--- config.mk ---
export PLATFORM = sky130hd
export DESIGN_NAME = id_ex_hazard_reg
export DESIGN_NICKNAME = d
export VERILOG_FILES = /design/src/rtl/id_ex_hazard_reg.sv
export SDC_FILE = /design/constraint.sdc
export NUM_CORES = 1
export LEC_CHECK = 0
export ABC_AREA = 1
export CORE_AREA = 5 5 130 132
export CTS_CLUSTER_DIAMETER = 40
export DETAILED_ROUTE_END_ITERATION = 8
export DIE_AREA = 0 0 135 137
export PLACE_DENSITY = 0.76
export SYNTH_ARGS = -nofsm -noshare
export SYNTH_HDL_FRONTEND = slang
export SYNTH_SLANG_ARGS = --single-unit
--- constraint.sdc ---
create_clock -name clk -period 2.5 [get_ports clk]
set_clock_uncertainty 0.05 [all_clocks]
set_input_delay 0.5 -clock clk [delete_from_list [all_inputs] [get_ports clk]]
set_output_delay 0.5 -clock clk [all_outputs]
set_load 0.02 [all_outputs]
--- src/rtl/id_ex_hazard_reg.sv ---
// ID/EX pipeline register with load-use hazard detection.
// Captures the decoded control bundle and ID operands every cycle. When the
// instruction in EX is a load whose destination feeds the ID instruction,
// it freezes PC and IF/ID and inserts a bubble into EX. A branch flush
// squashes the ID instruction and takes priority over the hazard.
// A saturating counter records how many load-use bubbles were inserted.
module id_ex_hazard_reg #(
    parameter int data_width     = 32,
    parameter int reg_addr_width = 5,
    parameter int cnt_width      = 16
) (
    input  logic                      clk,
    input  logic                      rst_n,
    input  logic                      id_reg_dst,
    input  logic                      id_alu_src,
    input  logic                      id_mem_to_reg,
    input  logic                      id_reg_w,
    input  logic                      id_mem_r,
    input  logic                      id_mem_w,
    input  logic                      id_branch,
    input  logic [2:0]                id_alu_op,
    input  logic [data_width-1:0]     id_pc_plus4,
    input  logic [data_width-1:0]     id_rs_data,
    input  logic [data_width-1:0]     id_rt_data,
    input  logic [data_width-1:0]     id_imm_ext,
    input  logic [reg_addr_width-1:0] id_rs,
    input  logic [reg_addr_width-1:0] id_rt,
    input  logic [reg_addr_width-1:0] id_rd,
    input  logic [5:0]                id_funct,
    input  logic                      flush,
    output logic                      ex_reg_dst,
    output logic                      ex_alu_src,
    output logic                      ex_mem_to_reg,
    output logic                      ex_reg_w,
    output logic                      ex_mem_r,
    output logic                      ex_mem_w,
    output logic                      ex_branch,
    output logic [2:0]                ex_alu_op,
    output logic [data_width-1:0]     ex_pc_plus4,
    output logic [data_width-1:0]     ex_rs_data,
    output logic [data_width-1:0]     ex_rt_data,
    output logic [data_width-1:0]     ex_imm_ext,
    output logic [reg_addr_width-1:0] ex_rs,
    output logic [reg_addr_width-1:0] ex_rt,
    output logic [reg_addr_width-1:0] ex_rd,
    output logic [5:0]                ex_funct,
    output logic                      ex_valid,
    output logic                      pc_write,
    output logic                      if_id_write,
    output logic [cnt_width-1:0]      stall_cnt
);

    logic id_uses_rt;
    logic hazard;
    logic stall;

    // The ID instruction reads rt as a source for R-type ops, stores and branches.
    always_comb begin
        id_uses_rt = id_reg_dst | id_mem_w | id_branch;
        hazard     = ex_mem_r & ex_valid & (ex_rt != '0) &
                     ((ex_rt == id_rs) | (id_uses_rt & (ex_rt == id_rt)));
        stall       = hazard & ~flush;
        pc_write    = ~stall;
        if_id_write = ~stall;
    end

    // Pipeline register: flush and bubble both zero the controls; data always follows ID.
    always_ff @(posedge clk or negedge rst_n) begin
        if (!rst_n) begin
            ex_reg_dst    <= 1'b0;
            ex_alu_src    <= 1'b0;
            ex_mem_to_reg <= 1'b0;
            ex_reg_w      <= 1'b0;
            ex_mem_r      <= 1'b0;
            ex_mem_w      <= 1'b0;
            ex_branch     <= 1'b0;
            ex_alu_op     <= 3'b000;
            ex_pc_plus4   <= '0;
            ex_rs_data    <= '0;
            ex_rt_data    <= '0;
            ex_imm_ext    <= '0;
            ex_rs         <= '0;
            ex_rt         <= '0;
            ex_rd         <= '0;
            ex_funct      <= 6'd0;
            ex_valid      <= 1'b0;
        end else begin
            ex_pc_plus4 <= id_pc_plus4;
            ex_rs_data  <= id_rs_data;
            ex_rt_data  <= id_rt_data;
            ex_imm_ext  <= id_imm_ext;
            ex_rs       <= id_rs;
            ex_rt       <= id_rt;
            ex_rd       <= id_rd;
            ex_funct    <= id_funct;
            if (flush || hazard) begin
                ex_reg_dst    <= 1'b0;
                ex_alu_src    <= 1'b0;
                ex_mem_to_reg <= 1'b0;
                ex_reg_w      <= 1'b0;
                ex_mem_r      <= 1'b0;
                ex_mem_w      <= 1'b0;
                ex_branch     <= 1'b0;
                ex_alu_op     <= 3'b000;
                ex_valid      <= 1'b0;
            end else begin
                ex_reg_dst    <= id_reg_dst;
                ex_alu_src    <= id_alu_src;
                ex_mem_to_reg <= id_mem_to_reg;
                ex_reg_w      <= id_reg_w;
                ex_mem_r      <= id_mem_r;
                ex_mem_w      <= id_mem_w;
                ex_branch     <= id_branch;
                ex_alu_op     <= id_alu_op;
                ex_valid      <= 1'b1;
            end
        end
    end

    // Count inserted load-use bubbles, holding at all-ones instead of wrapping.
    always_ff @(posedge clk or negedge rst_n) begin
        if (!rst_n) begin
            stall_cnt <= '0;
        end else if (stall && (stall_cnt != '1)) begin
            stall_cnt <= stall_cnt + cnt_width'(1);
        end
    end

endmodule

=== Yosys cells after proc, flatten, opt, wreduce, memory -nomap -nowiden ===
Index checks and enable logic that the tools add are counted.

* Output and inout port bits: 178
* Register bits after elaboration: 176

* Eq/ne operators: 3
* Add/sub/neg operators: 1
* Reductions and logical operators: 3
* Bitwise gates (word level): 10
* Mux-type cells: 9

{| class="wikitable"
|+ Operator list
! operator !! count
|-
| 16-bit by 1-bit adder with 16-bit output (second input constant) || 1
|-
| 16-bit inequality test (second input constant) || 1
|-
| 5-bit == test || 2
|-
| 1-bit two-way mux || 8
|-
| 1-bit AND || 5
|-
| 5-bit nonzero test || 1
|-
| 3-bit two-way mux || 1
|-
| 1-bit OR || 3
|-
| 1-bit NOT || 2
|-
| 1-bit logical AND || 1
|-
| 1-bit logical OR || 1
|}

=== Depth between registers and ports, before layout ===
Gate-level depths: netlist (run 1).

* Word-level depth: 7
* Depth in mapped cells: 11

=== Least setup slack after synthesis (run 1) ===
Ideal clock, no wire load.

* Path type: register -> output
* Start: reg ex_rt[3]
* End: out pc_write
* Data arrival time: 1.318 ns
* Stages on the path, launching flop included: 9
* Buffers on the path: 1
* Slack: 0.632 ns
* Cell sequence: dfrtp_1 inv_1 nand2_1 nand2_1 nor2_1 nand3_1 nand2_2 nand3_2 buf_4

* Word-level cells in the longest chain between the ends: 6

{| class="wikitable"
|+ RTL lines
! what !! line !! source
|-
| start, declared || 44 || <nowiki>output logic [reg_addr_width-1:0] ex_rt,</nowiki>
|-
| start signal, assigned || 93 || <nowiki>ex_rt <= id_rt;</nowiki>
|-
| 5-bit == test || 61 || <nowiki>((ex_rt == id_rs) | (id_uses_rt & (ex_rt == id_rt)));</nowiki>
|-
| 1-bit AND || 61 ||
|-
| 1-bit OR || 61 ||
|-
| 1-bit AND (*) || 60 || <nowiki>hazard = ex_mem_r & ex_valid & (ex_rt != '0) &</nowiki>
|-
| 1-bit AND (*) || 62 || <nowiki>stall = hazard & ~flush;</nowiki>
|-
| 1-bit NOT (*) || -- ||
|-
| end, declared || 48 || <nowiki>output logic pc_write,</nowiki>
|}

Mark *: on every way between the ends. The rest lies on a longest branch, timed or not.

=== Worst setup path after layout (run 1) ===
* Start: in id_rs[2]
* End: out pc_write

* Word-level cells in the longest chain between the ends: 5

{| class="wikitable"
|+ RTL lines
! what !! line !! source
|-
| start, declared || 26 || <nowiki>input logic [reg_addr_width-1:0] id_rs,</nowiki>
|-
| 5-bit == test || 61 ||
|-
| 1-bit OR || 61 ||
|-
| 1-bit AND || 60 ||
|-
| 1-bit AND || 62 ||
|-
| 1-bit NOT || 63 || <nowiki>pc_write = ~stall;</nowiki>
|}

Every way passes these cells.

==> results of run 1 <==
## synth_stat cells
library cell	count	area [um^2]
buf_2	2	10.0
buf_4	1	7.51
buf_6	1	11.3
dfrtp_1	176	4400
ha_1	1	12.5
inv_1	30	113
inv_2	4	15.0
nand2_1	91	342
nand2_2	1	6.26
nand3_1	8	40.0
nand3_2	1	10.0
nand4_1	7	43.8
nand4_2	1	12.5
nor2_1	27	101
nor2_4	1	11.3
nor3_1	4	20.0
xnor2_1	7	61.3
xor2_1	7	61.3
## logic make-up after synthesis
| family | after synthesis | synth area share |
|---|---|---|
| xor gates and xnor gates | 14 | 0.0232 |
| DFF | 176 | 0.834 |
| and+or+nand+nor | 141 | 0.111 |
| buffers and inverters | 38 | 0.0296 |
| adders and majority gates | 1 | 0.00237 |
## final timing paths
| path | startpoint | end |
|---|---|---|
| max | id_rs[2] | pc_write |
| max in group asynchronous | rst_n | ex_funct[1] |
| min in group clk | id_rs_data[9] | ex_rs_data[9] |
| min | rst_n | ex_rs_data[2] |
| min reg2reg | stall_cnt[0] | stall_cnt[0] |
| max reg2reg | stall_cnt[0] | stall_cnt[12] |
## area by class of cell
| type | instances | area [um^2] | area share |
|---|---|---|---|
| clock buffers | 19 | 443 | 0.0463 |
| flip-flops and latches | 176 | 4400 | 0.461 |
| diodes | 1 | 2.50 | 0.000262 |
| repair buffers | 346 | 3460 | 0.362 |
| inverters | 34 | 128 | 0.0134 |
| clock inverters | 12 | 128 | 0.0134 |
| well taps | 216 | 270 | 0.0283 |
| multi-input cells | 156 | 722 | 0.0755 |
## cell usage in the layout, fill, tap and decap left out, types with 5 or more instances in the layout
cell type | netlist | final
clkbuf_16 | 0 | 17
nand3_1 | 8 | 8
xor2_1 | 7 | 7
buf_4 | 1 | 5
clkdlybuf4s50_1 | 0 | 336
inv_1 | 30 | 30
nand2_1 | 91 | 91
dfrtp_1 | 176 | 176
nor2_1 | 27 | 27
nand4_1 | 7 | 7
xnor2_1 | 7 | 7
## power by group
part	switching, mW	leakage, nW	internal [mW]	total [mW]
Combinational	0.388	1.91	0.477	0.865
Sequential	0.0498	2.10	2.98	3.03
Clock	1.14	0.276	1.43	2.57
## metal layers
layer / global-route usage / wire length [um] / vias up / share of wire
met5: 0 / 0 / - / 0
met1: 0.199 / 6070 / 1949 / 0.35
met3: 0.0849 / 1920 / 28 / 0.11
met2: 0.322 / 8820 / 219 / 0.51
met4: 0.0823 / 510 / 0 / 0.029
li1: - / - / 1850 / -
## stage by stage
step                      std cells  setup WS [ns]  hold slack (ns)
after floorplan                 370          0.632            0.154
after global routing            960          0.116           0.0328
final                           960          0.222          0.00941
after detailed placement        928         -0.193            0.473
after CTS                       959         0.0355           0.0157
after global placement          928         -0.182            0.462
## worst max-delay path: stages
cell             delay, ns
clkdlybuf4s50_1       0.51
inv_1                 0.05
nand2_1               0.05
nand2_1               0.05
nor2_1                0.12
nand3_1               0.10
nand2_2               0.09
nand3_2               0.08
clkbuf_2              0.17
## timing repair
action                                  in CTS  in global routing
gates resized for setup                      2                  4
endpoints found under the setup margin       2                  2
pin swaps                                    0                  0
==> run_results.csv, run 1 <==
group,metric,value,unit
run_status,result_of_the_run,"finished clean",
sta,setup_repair_after_global_routing_missed_its_margin,"false",
placement,globalplace.congestion,0.830,
cts,worst_skew_pair.late_latency,0.42,ns
setup_path,critical_path_class,"in -> out",
cells_and_area,postLayoutCoreUtil,0.613,
sta,maxSlewHeadroom,0.616,
floorplan,fp.dieW,135,um
cts,ctsHtreeMaxLevel,4,
sta,min_period_over_period,0.911,
global_routing,grt-ovfl-total,0,
drt,post-route-drc-count,0,
cts,clk_buf_depth,2,
setup_path,reg2reg_depth,7,
floorplan,starting_density,0.339,
pwr,vdd_drop_max,0.388,mV
synth,synth_seq_area_share,0.834,
floorplan,fp.dieArea,18500,um^2
synth,synth.ff_latch_count,176,
drt,post_drt_via_cell_ratio,4.21,
synth,synth_fp_nets,533,
cts,clockRootBuffer,"clkbuf_16",
setup_path,timing.critical_path.to_type,"output pin",
drt,dr.first_iter.drc_count,120,
cts,cts.sinks,176,
cts,cts_buffers,17,
synth,avgSynthCellArea,14.3,um^2
cells_and_area,fillCellCount,1199,
cts,cts_tree,"yes",
global_routing,grt_pass1_vias,4360,
global_routing,global_route_wire_length_before_repair,25600,um
sta,total_negative_slack_for_setup_checks,0,ns
sta,worst-slew-pin-transition,0.576,ns
global_routing,grtUsageTotal,0.187,
floorplan,floorplan.die.height,137,um
cts,cts_hold_repair.buffers,0,
cells_and_area,design.final.nets,894,
pwr,power,6.47,mW
global_routing,antenna_found_initial,1,
placement,detailed_place.area,9000,um^2
synth,synthCells,370,
cells_and_area,drive_above_1_share,0.0646,
drt,dr_total_vias,4046,
sta,setup_viol,0,
drt,totalWireLength,17300,um
sta,finalMaxSlewViolations,0,
cells_and_area,final_cell_area,9560,um^2
setup_path,critical_path.max_fanout,3,
cts,cts_post_setup_buffers_inserted,0,
floorplan,fp.coreArea,15600,um^2
placement,buffer_ports.inserted,339,
synth,netlist_area,5280,um^2
synth,yosys_warnings,0,
floorplan,boundaryPins,340,
placement,hpwlAfterDp,13700,um
setup_path,critPathRequiredTime,1.95,ns
drt,detail_route.first_pass.iterations,4,
cells_and_area,area_growth,81.0,%
drt,drtAntennaViolNets,0,
sta,max_clock_freq,439,MHz
sta,period_minus_slack,2.28,ns
setup_path,reg2reg_slack,0.68,ns
setup_path,critPathArrivalTime,1.73,ns
setup_path,worstSetupStartpointType,"input pin",
synth,ys_types,18,
pwr,power_density,676,nW/um^2
sta,hold_viol_final,0,
flow_run,maxCapViolCount,0,
pwr,power.static_leakage,4.29,nW
floorplan,placement_rows,46,
global_routing,grt_start_max_net_pins,61,
min_path,timing.hold.worst.class,"in -> async",
drt,wl_per_cell,18.0,um
cts,cts.reportedPaths.clkPinSlew,0.07,ns
Power figures use the tool's default switching activity.
==> run 2, diff against run 1 <==
--- a/config.mk
+++ b/config.mk
@@ -6,11 +6,11 @@
 export NUM_CORES = 1
 export LEC_CHECK = 0
 export ABC_AREA = 1
-export CORE_AREA = 5 5 130 132
+export CORE_AREA = 5 5 128 130
 export CTS_CLUSTER_DIAMETER = 40
 export DETAILED_ROUTE_END_ITERATION = 8
-export DIE_AREA = 0 0 135 137
-export PLACE_DENSITY = 0.76
+export DIE_AREA = 0 0 133 135
+export PLACE_DENSITY = 0.78
 export SYNTH_ARGS = -nofsm -noshare
 export SYNTH_HDL_FRONTEND = slang
 export SYNTH_SLANG_ARGS = --single-unit
==> constraint.sdc (replaced) <==
create_clock -name clk -period 2.4 [get_ports clk]
set_clock_uncertainty 0.05 [all_clocks]
set_input_delay 0.48 -clock clk [delete_from_list [all_inputs] [get_ports clk]]
set_output_delay 0.48 -clock clk [all_outputs]
set_load 0.02 [all_outputs]
==> run 2 against run 1 <==
Against the previous run: the run now ends with hold timing left; sequential power up 4%; die area down 2.9%; combinational power up 5.7%; utilization up 2.4 points; critical path depth unchanged; wire length up 0.92%; cell area about the same; clock-buffer cell count up 1.
==> run_results.csv, run 2 (synthesized netlist as in run 1, its figures left out) <==
group,metric,value,unit
placement,hpwlAfterDp,14000,um
global_routing,grt_pass1_vias,4586,
sta,hold_viol_final,12,
cts,clk_buf_depth,2,
run_status,result_of_the_run,"complete, but fails checks",
floorplan,boundaryPins,340,
cts,worst_skew_pair.late_latency,0.42,ns
cts,ctsHtreeMaxLevel,4,
drt,dr_total_vias,4079,
floorplan,fp.dieW,133,um
floorplan,fp.dieArea,18000,um^2
sta,setup_viol,0,
floorplan,starting_density,0.351,
drt,dr.first_iter.drc_count,151,
floorplan,placement_rows,45,
drt,post-route-drc-count,0,
cells_and_area,drive_above_1_share,0.0632,
setup_path,critPathRequiredTime,1.87,ns
setup_path,timing.critical_path.to_type,"output pin",
pwr,power.static_leakage,4.30,nW
floorplan,floorplan.die.height,135,um
floorplan,fp.coreArea,15000,um^2
drt,detail_route.first_pass.iterations,4,
drt,totalWireLength,17500,um
sta,worst-slew-pin-transition,0.595,ns
cells_and_area,area_growth,81.1,%
drt,wl_per_cell,18.8,um
global_routing,grt_start_max_net_pins,61,
cts,cts_tree,"yes",
global_routing,grtUsageTotal,0.198,
cells_and_area,fillCellCount,1088,
cts,cts.reportedPaths.clkPinSlew,0.07,ns
cells_and_area,commonest_non_fill_non_tap_cell_in_the_layout,"clkdlybuf4s50_1",
cells_and_area,layout.cells.most_common_list,"336 x clkdlybuf4s50_1, 176 x dfrtp_1, 91 x nand2_1",
min_path,timing.hold.worst.class,"in -> async",
sta,finalMaxSlewViolations,0,
sta,period_minus_slack,2.26,ns
global_routing,grt-ovfl-total,0,
drt,post_drt_via_cell_ratio,4.38,
sta,whs,-0.0164,ns
run_status,violations,"hold timing",
setup_path,worstSetupStartpointType,"input pin",
setup_path,critPathArrivalTime,1.73,ns
global_routing,global_route_wire_length_before_repair,26400,um
placement,placed_cells_incl_taps,901,
cells_and_area,multi_input_logic_area,722,um^2
pwr,power,6.84,mW
cells_and_area,design.final.nets,895,
global_routing,antenna_found_initial,1,
sta,setup_repair_after_global_routing_missed_its_margin,"false",
sta,max_clock_freq,442,MHz
setup_path,critical_path.max_fanout,3,
cts,cts_buffers,17,
cts,clockRootBuffer,"clkbuf_16",
drt,drtAntennaViolNets,0,
setup_path,critical_path_class,"in -> out",
flow_run,maxCapViolCount,0,
cts,cts.sinks,176,
cells_and_area,n_antenna_cell,0,
cells_and_area,seqCellArea,4400,um^2
pwr,vdd_drop_max,0.752,mV
sta,maxSlewHeadroom,0.604,
placement,buffer_ports.inserted,339,
cells_and_area,fin_cells,932,
pwr,power_density,715,nW/um^2
placement,globalplace.congestion,0.873,
sta,min_period_over_period,0.942,
run 2: critical path, cell delays in order:
cell             delay (ns)
clkdlybuf4s50_1        0.52
inv_1                  0.05
nand2_1                0.06
nand2_1                0.05
nor2_1                 0.12
nand3_1                0.10
nand2_2                0.10
nand3_2                0.08
buf_2                  0.17
run 2: final cells by class:
cell class,count,share of cell area
flip-flops and latches,176,0.460
repair buffers,347,0.365
multi-input cells,156,0.0755
clock buffers,20,0.0456
well taps,188,0.0246
clock inverters,11,0.0154
inverters,34,0.0133
run 2: worst paths after layout:
path                                      from              to  slack [ns]  cells after the start
worst min-delay path                     rst_n  ex_imm_ext[22]       -0.02                      1
worst min register to register    stall_cnt[1]    stall_cnt[1]        0.50                      2
min in group clk                id_rt_data[23]  ex_rt_data[23]        0.44                      1
worst max register to register    stall_cnt[0]    stall_cnt[0]        0.64                      8
max in group asynchronous                rst_n   stall_cnt[13]        1.66                      2
worst max-delay path                  id_rs[2]     if_id_write        0.14                      9
run 2: metal layers:
| metal | vias to the layer above | GRT usage | wire (um) |
|---|---|---|---|
| met4 | 2 | 0.0976 | 674 |
| met3 | 42 | 0.0950 | 1740 |
| li1 | 1850 | - | - |
| met1 | 1978 | 0.201 | 5950 |
| met5 | - | 0 | 16 |
| met2 | 207 | 0.341 | 9100 |
run 2: per-stage QoR:
step / hold slack (ns) / setup slack [ns] / TNS [ns] / instance area (um^2) / util
floorplan: 0.134 / 0.552 / 0 / 5280 / -
global placement: 0.455 / -0.197 / -0.392 / 8990 / 0.598
detailed placement: 0.458 / -0.261 / -0.516 / 8990 / 0.598
CTS: 0.00115 / 0.0308 / 0 / 9580 / 0.637
global route: 0.0149 / 0.0356 / 0 / 9570 / 0.636
finish: -0.0164 / 0.139 / 0 / 9570 / 0.636
run 2: where the power goes:
| group | switching (mW) | leakage [nW] | internal, mW |
|---|---|---|---|
| clock | 1.19 | 0.283 | 1.57 |
| combinational | 0.412 | 1.92 | 0.502 |
| sequential | 0.0528 | 2.10 | 3.11 |
| total | 1.66 | 4.30 | 5.18 |
run 2: repair_timing:
action,in CTS,in global routing
hold buffers,0,0
buffers inserted,0,0
resized for setup,6,2
endpoints found under the setup margin,2,2
==> run 3, diff against run 2 <==
--- a/config.mk
+++ b/config.mk
@@ -11,6 +11,7 @@
 export DETAILED_ROUTE_END_ITERATION = 8
 export DIE_AREA = 0 0 133 135
 export PLACE_DENSITY = 0.78
+export SKIP_CTS_REPAIR_TIMING = 1
 export SYNTH_ARGS = -nofsm -noshare
 export SYNTH_HDL_FRONTEND = slang
 export SYNTH_SLANG_ARGS = --single-unit
==> run 3 against run 2 <==
Against the previous run: the run still ends with hold timing left; hold slack did not move; wire length barely moved; final cell count did not move; clock power barely moved; non-clock buffer count did not move; first-iteration DRC count did not move; clock-buffer cell count did not move; via count barely moved; critical path type unchanged; largest cell class unchanged.
==> run_results.csv, run 3 (synthesized netlist as in run 1, its figures left out) <==
group,metric,value,unit
global_routing,grt_pass1_vias,4586,
drt,detail_route.first_pass.iterations,4,
floorplan,fp.dieArea,18000,um^2
drt,post_drt_via_cell_ratio,4.38,
run_status,violations,"hold timing",
drt,dr_total_vias,4080,
setup_path,critPathRequiredTime,1.87,ns
sta,setup_viol,0,
setup_path,critical_path_class,"in -> out",
placement,hpwlAfterDp,14000,um
sta,worst-slew-pin-transition,0.595,ns
global_routing,antenna_found_initial,1,
drt,drtAntennaViolNets,0,
cells_and_area,layout.cells.most_common_list,"336 x clkdlybuf4s50_1, 176 x dfrtp_1, 91 x nand2_1",
sta,whs,-0.0164,ns
setup_path,timing.critical_path.to_type,"output pin",
placement,place_ws,-0.261,ns
run_status,result_of_the_run,"complete, but fails checks",
setup_path,worstSetupStartpointType,"input pin",
cts,ctsHtreeMaxLevel,4,
pwr,power,6.84,mW
drt,totalWireLength,17500,um
sta,period_minus_slack,2.31,ns
cells_and_area,drive_above_1_share,0.0605,
cells_and_area,area_growth,81.4,%
setup_path,critPathArrivalTime,1.78,ns
sta,min_period_over_period,0.963,
cts,clk_buf_depth,2,
floorplan,boundaryPins,340,
drt,post-route-drc-count,0,
cells_and_area,postLayoutCoreUtil,0.637,
drt,dr.first_iter.drc_count,151,
placement,placed_cells_incl_taps,901,
cts,cts_tree,"yes",
floorplan,floorplan.die.height,135,um
floorplan,placement_rows,45,
setup_path,reg2reg_from,"stall_cnt[0]",
placement,detailed_place.area,8990,um^2
sta,max_clock_freq,433,MHz
floorplan,fp.dieW,133,um
pwr,power.static_leakage,4.31,nW
cells_and_area,fin_cells,932,
cts,clockRootBuffer,"clkbuf_16",
cells_and_area,final_cell_area,9580,um^2
global_routing,grtUsageTotal,0.198,
cells_and_area,commonest_non_fill_non_tap_cell_in_the_layout,"clkdlybuf4s50_1",
setup_path,rr_endpoint,"stall_cnt[0]",
setup_path,reg2reg_slack,0.64,ns
setup_path,critical_path.max_fanout,3,
global_routing,grt_start_max_net_pins,61,
cells_and_area,n_antenna_cell,0,
cts,cts_buffers,17,
sta,maxSlewHeadroom,0.604,
drt,wl_per_cell,18.8,um
floorplan,starting_density,0.351,
pwr,power_density,713,nW/um^2
placement,buffer_ports.inserted,339,
flow_run,maxCapViolCount,0,
placement,globalplace.congestion,0.873,
cts,worst_skew_pair.late_latency,0.42,ns
min_path,timing.hold.worst.class,"in -> async",
global_routing,grt-ovfl-total,0,
sta,finalWorstSetupSlack,0.0884,ns
sta,finalMaxSlewViolations,0,
cts,cts.reportedPaths.clkPinSlew,0.07,ns
cells_and_area,design.final.nets,895,
sta,hold_viol_final,12,
sta,setup_repair_after_global_routing_missed_its_margin,"true",
pwr,vdd_drop_max,0.752,mV
floorplan,fp.coreArea,15000,um^2
setup_path,reg2reg_depth,8,
cts,cts.sinks,176,
global_routing,global_route_wire_length_before_repair,26400,um
[run 3: cell count changes in the layout (fill, tap and decap cells not counted)]
cell | before | now
dlymetal6s2s_1 | 0 | 2
buf_2 | 2 | 0
[run 3: where the power goes]
part | switching (mW) | leakage [nW] | internal (mW) | total (mW)
Sequential | 0.0528 | 2.10 | 3.11 | 3.16
Combinational | 0.412 | 1.92 | 0.502 | 0.914
Clock | 1.19 | 0.283 | 1.57 | 2.76
Total | 1.66 | 4.31 | 5.18 | 6.84
[run 3: cell type report]
cell class	count	area, um^2
Fill cell	1085	5450
Sequential cell	176	4400
Timing Repair Buffer	347	3510
Multi-Input combinational cell	156	722
Clock buffer	20	437
Tap cell	188	235
Clock inverter	11	148
Inverter	34	128
[run 3: per-layer routing]
layer	routed length, um	GRT usage
met1	5940	0.201
met2	9090	0.341
met3	1760	0.0950
met4	674	0.0976
met5	16	0
[run 3: worst max-delay path by stage]
stage / start / endpoint / slack, ns
2_1_floorplan: ex_rt[3] / pc_write / 0.55
6_report: id_rs[2] / if_id_write / 0.09
4_1_cts: id_rs[2] / if_id_write / -0.26
3_3_place_gp: id_rt[3] / if_id_write / -0.20
5_1_grt: id_rs[1] / if_id_write / -0.01
3_5_place_dp: id_rs[2] / if_id_write / -0.26
[run 3: per-stage QoR]
stage	TNS, ns	hold slack [ns]
6_report	0	-0.0164
5_1_grt	-0.0289	0.0149
4_1_cts	-0.517	0.00115
3_5_place_dp	-0.516	0.458
3_3_place_gp	-0.392	0.455
2_1_floorplan	0	0.134
[run 3: critical path: stages]
cell             delay (ns)
clkdlybuf4s50_1        0.52
inv_1                  0.05
nand2_1                0.06
nand2_1                0.05
nor2_1                 0.12
nand3_1                0.10
nand2_2                0.10
nand3_2                0.08
dlymetal6s2s_1         0.22
==> patch 1 (flow settings as in run 1) <==
The parameter `cnt_width` goes from 16 to 12.
--- a/src/rtl/id_ex_hazard_reg.sv
+++ b/src/rtl/id_ex_hazard_reg.sv
@@ -9,3 +9,3 @@
     parameter int reg_addr_width = 5,
-    parameter int cnt_width      = 16
+    parameter int cnt_width      = 12
 ) (
Ports: changed (resized stall_cnt); port bits go from 340 to 336. No check against the original RTL was run, so the function may have changed too.
==> patch 1 against run 1 <==
Power down 2.0%; combinational power up 1%; routed wire length down 2.1%; die area unchanged; critical path depth unchanged; highest routed layer is now met5; first-iteration DRC count down 5.0%; count of clock-buffer cells in the layout unchanged; synthesized area down 4.7%; cell area down 3.0%; sequential share of layout area up 0.34 points; sequential cell count down 4; largest power group unchanged; maximum frequency down 1.4%; final cell count down 4.8%; setup slack worse by 0.032 ns.
==> patch 1: results (changes against run 1) <==
[run_status]
run_status=completed

[sta]
period_needed_ns=2.31  ; +0.0316 ns
worst_hold_slack_ns=0.449  ; +0.440 ns

[global_routing]
antenna_found_initial=3  ; +2
met2_usage=0.322  ; about the same
grtUsageMet3=0.0904  ; +0.00551
grt_use_total=0.187  ; -0.000362
grt_max_degree=55  ; -9.8%

[finish]
register_area_um2=4300  ; -2.3%
multi_input_area_share=0.0633  ; -0.0122
buffers=343  ; -0.87%
layout-drive-gt1-share=0.0818  ; +0.0172
clkCellAreaFrac=0.0610  ; +0.00130
inverters=30  ; -12%
comb.multi_input.count=120  ; -23%

[place]
place_area_um2=8700  ; -3.3%
gp_congestion=0.827  ; -0.39%
dpl.hpwl_um=13900  ; +1.5%

[synthesis]
synth_nets=489  ; -8.3%
synthAdderAreaFrac=0.00248  ; +0.000116
synthTopCellsByCount=dfrtp_1, nand2_1, inv_1, nor2_1, nand3_1
synth_cell_type_count=21  ; +3
synth.area.top_cells=dfrtp_1, nand2_1, inv_1, nor2_1, xor2_1

[setup_path]
reg2reg_from=ex_rt[0]
reg2reg_to=ex_mem_w

[drt]
drtIter0Drc=114  ; -5.0%
vias=3775  ; -6.7%

[power]
p_clk_frac=0.394  ; -0.003
vdd_drop_max_mv=0.424  ; +9.3%
swShare=0.252  ; +0.00793
leakage_nw=4.13  ; -3.6%

## patch 1: cell types whose count changed in the layout (fill, tap and decap cells not counted), sizes merged, moves of 4 or more
| cell | delta |
|---|---|
| dfrtp | -4 |
| nand4 | -5 |
| nor2 | -6 |
| nand2 | -20 |
| clkdlybuf4s50 | -4 |
## patch 1: repair_timing
item / in CTS / in global routing
resized for setup: 3 / 4
hold endpoints to repair: 50 / 0
gates cloned: 0 / 0
hold buffers: 1 / 0
setup endpoints to repair: 2 / 2
## patch 1: critical path, stage by stage
cell	delay [ns]
clkdlybuf4s50_1	0.51
inv_1	0.05
nand2_1	0.05
nand2_1	0.07
nor2_2	0.14
nand3_1	0.11
nand2_2	0.11
nand3_4	0.07
clkbuf_2	0.16
## patch 1: routing by layer
layer	share of wire	vias up
met5	0.0019	-
met1	0.34	1812
li1	-	1703
met3	0.12	40
met2	0.52	216
met4	0.028	4
==> patch 2 (config.mk and constraints of run 1) <==
Made on the original files. Make the reset (`rst_n`) synchronous in 2 clocked blocks.
--- a/src/rtl/id_ex_hazard_reg.sv
+++ b/src/rtl/id_ex_hazard_reg.sv
@@ -67,3 +67,3 @@
     // Pipeline register: flush and bubble both zero the controls; data always follows ID.
-    always_ff @(posedge clk or negedge rst_n) begin
+    always_ff @(posedge clk) begin
         if (!rst_n) begin
@@ -120,3 +120,3 @@
     // Count inserted load-use bubbles, holding at all-ones instead of wrapping.
-    always_ff @(posedge clk or negedge rst_n) begin
+    always_ff @(posedge clk) begin
         if (!rst_n) begin
Function: differs if rst_n is asserted again (counterexample within 4 cycles, from zero or initial values and one cycle with rst_n low); with rst_n held inactive, the same outputs for 10 cycles.
==> patch 2 against run 1 <==
Cell area up 4.4%; setup slack worse by 0.011 ns; power up 6.1%; sequential cell count unchanged; routed wire length down 1.4%; critical path depth unchanged; non-clock buffer count down 2; count of clock-buffer cells in the layout unchanged; register-to-register slack better by 0.09 ns; synthesized area up 7.5%; largest cell class unchanged.
==> patch 2: results (changes against run 1) <==
[finish]
fillers=1270  ; +5.9%
num_antenna_cells=0  ; -1
finalNetCount=1212  ; +36%
layout-drive-gt1-share=0.0631  ; -0.00151

[synthesis]
ys.warnings.count=0  ; unchanged
synthTopCellsByCount=nand2_1, inv_1, dfxtp_1, nor2_1, clkbuf_1
ys_seq_area_frac=0.620  ; -0.213
synth_nets=869  ; +63%
async_flop_share=0  ; -1.00
synth_cell_type_count=25  ; +7
synth.area.top_cells=dfxtp_1, nand2_1, inv_1, nor2_1, nor2_2

[setup_path]
cp.arrival_ns=1.74
reg2reg_slack_ns=0.77  ; +0.09 ns
crit_slowest_cell=clkdlybuf4s50_1
worstSetupStartpoint=id_rs[4]
reg2reg_from=ex_rt[1]
max_stage_delay_ns=0.50
reg2reg_depth=10  ; +3
path_delay_family=buffers and inverters
reg2reg_to=ex_alu_op[1]
crit_end=pc_write

[drt]
routed_wl_um=17100  ; -1.4%
drtIter0Drc=228  ; +90%
drt-pass1-iter-count=4  ; unchanged
via_per_inst=3.96  ; -6.0%

[global_routing]
grt_pass1_wl_um=25200  ; -1.5%
grt_pass1_vias=4871  ; +12%
antenna_found_initial=1  ; unchanged
grt_max_degree=74  ; +21%
grt_use_total=0.178  ; -0.00909

[clocking]
cts_root_buf=clkbuf_16
h-tree-depth=4  ; unchanged
numCtsBuffers=17  ; unchanged
clk_pin_slew_ns=0.06
insertion_delay_ns=0.41
cts.path.max_buffers=2  ; unchanged

[power]
vdd_drop_max_mv=0.416  ; +7.2%
p_int_mw=5.29  ; +8.3%
leakage_nw=5.08  ; +19%

[place]
gp_congestion=0.856  ; +3.1%
dpl.hpwl_um=13400  ; -2.3%

[min_path]
hold_path_end=ex_rt_data[23]
min_path_type=in -> reg
hold_start=rst_n
whs_path_depth=3

[run_status]
run_status=completed

[die]
rows=46  ; unchanged

[sta]
slew_headroom=0.710  ; +0.0938
worst_hold_slack_ns=0.415  ; +0.406 ns
slew_violations=0  ; unchanged

[patch 2: logic make-up (layout without fill, tap and decap cells)]
group	Yosys count	after routing	synth area share
buf+inv	214	570	0.143
xor+xnor	1	1	0.00154
compound gates	11	11	0.0110
simple gates	303	303	0.222
flops	176	176	0.620
fa+ha+maj	1	1	0.00220
[patch 2: power by group through the flow]
stage | sequential [mW] | clock (mW) | combinational, mW
final | 2.98 | 2.97 | 0.911
after global routing | 2.99 | 3.17 | 0.976
after CTS | 2.98 | 3.04 | 0.922
after detailed placement | 3.04 | 0 | 0.915
after global placement | 3.04 | 0 | 0.909
after floorplan | 3.22 | 0 | 0.159
[patch 2: metrics by stage]
step           std cells  setup slack [ns]  TNS [ns]  power, mW  area (um^2)
2_1_floorplan        706             0.600         0       3.37         5680
3_3_place_gp        1246            -0.154    -0.305       3.95         9320
3_5_place_dp        1246            -0.188    -0.371       3.96         9320
4_1_cts             1278            0.0341         0       6.95         9990
5_1_grt             1278             0.112         0       7.14         9980
6_report            1278             0.211         0       6.86         9980
[patch 2: area by class of cell]
type                            count  area (um^2)  area share
Clock inverter                     13          218      0.0218
Tap cell                          216          270      0.0271
Inverter                          194          728      0.0730
Multi-Input combinational cell    316         1350       0.135
Timing Repair Buffer              344         3440       0.345
Clock buffer                       19          453      0.0454
Sequential cell                   176         3520       0.353
[patch 2: timing repair]
| action | in CTS | in global routing |
|---|---|---|
| setup endpoints to repair | 2 | 2 |
| resized for setup | 2 | 4 |
| setup buffers | 0 | 0 |
[patch 2: routing by layer]
metal | GRT usage | part of all wire | vias up
li1 | - | - | 2661
met1 | 0.185 | 0.37 | 2171
met2 | 0.308 | 0.50 | 203
met3 | 0.0952 | 0.11 | 26
met4 | 0.0633 | 0.023 | 2
met5 | 0 | 0.00047 | -
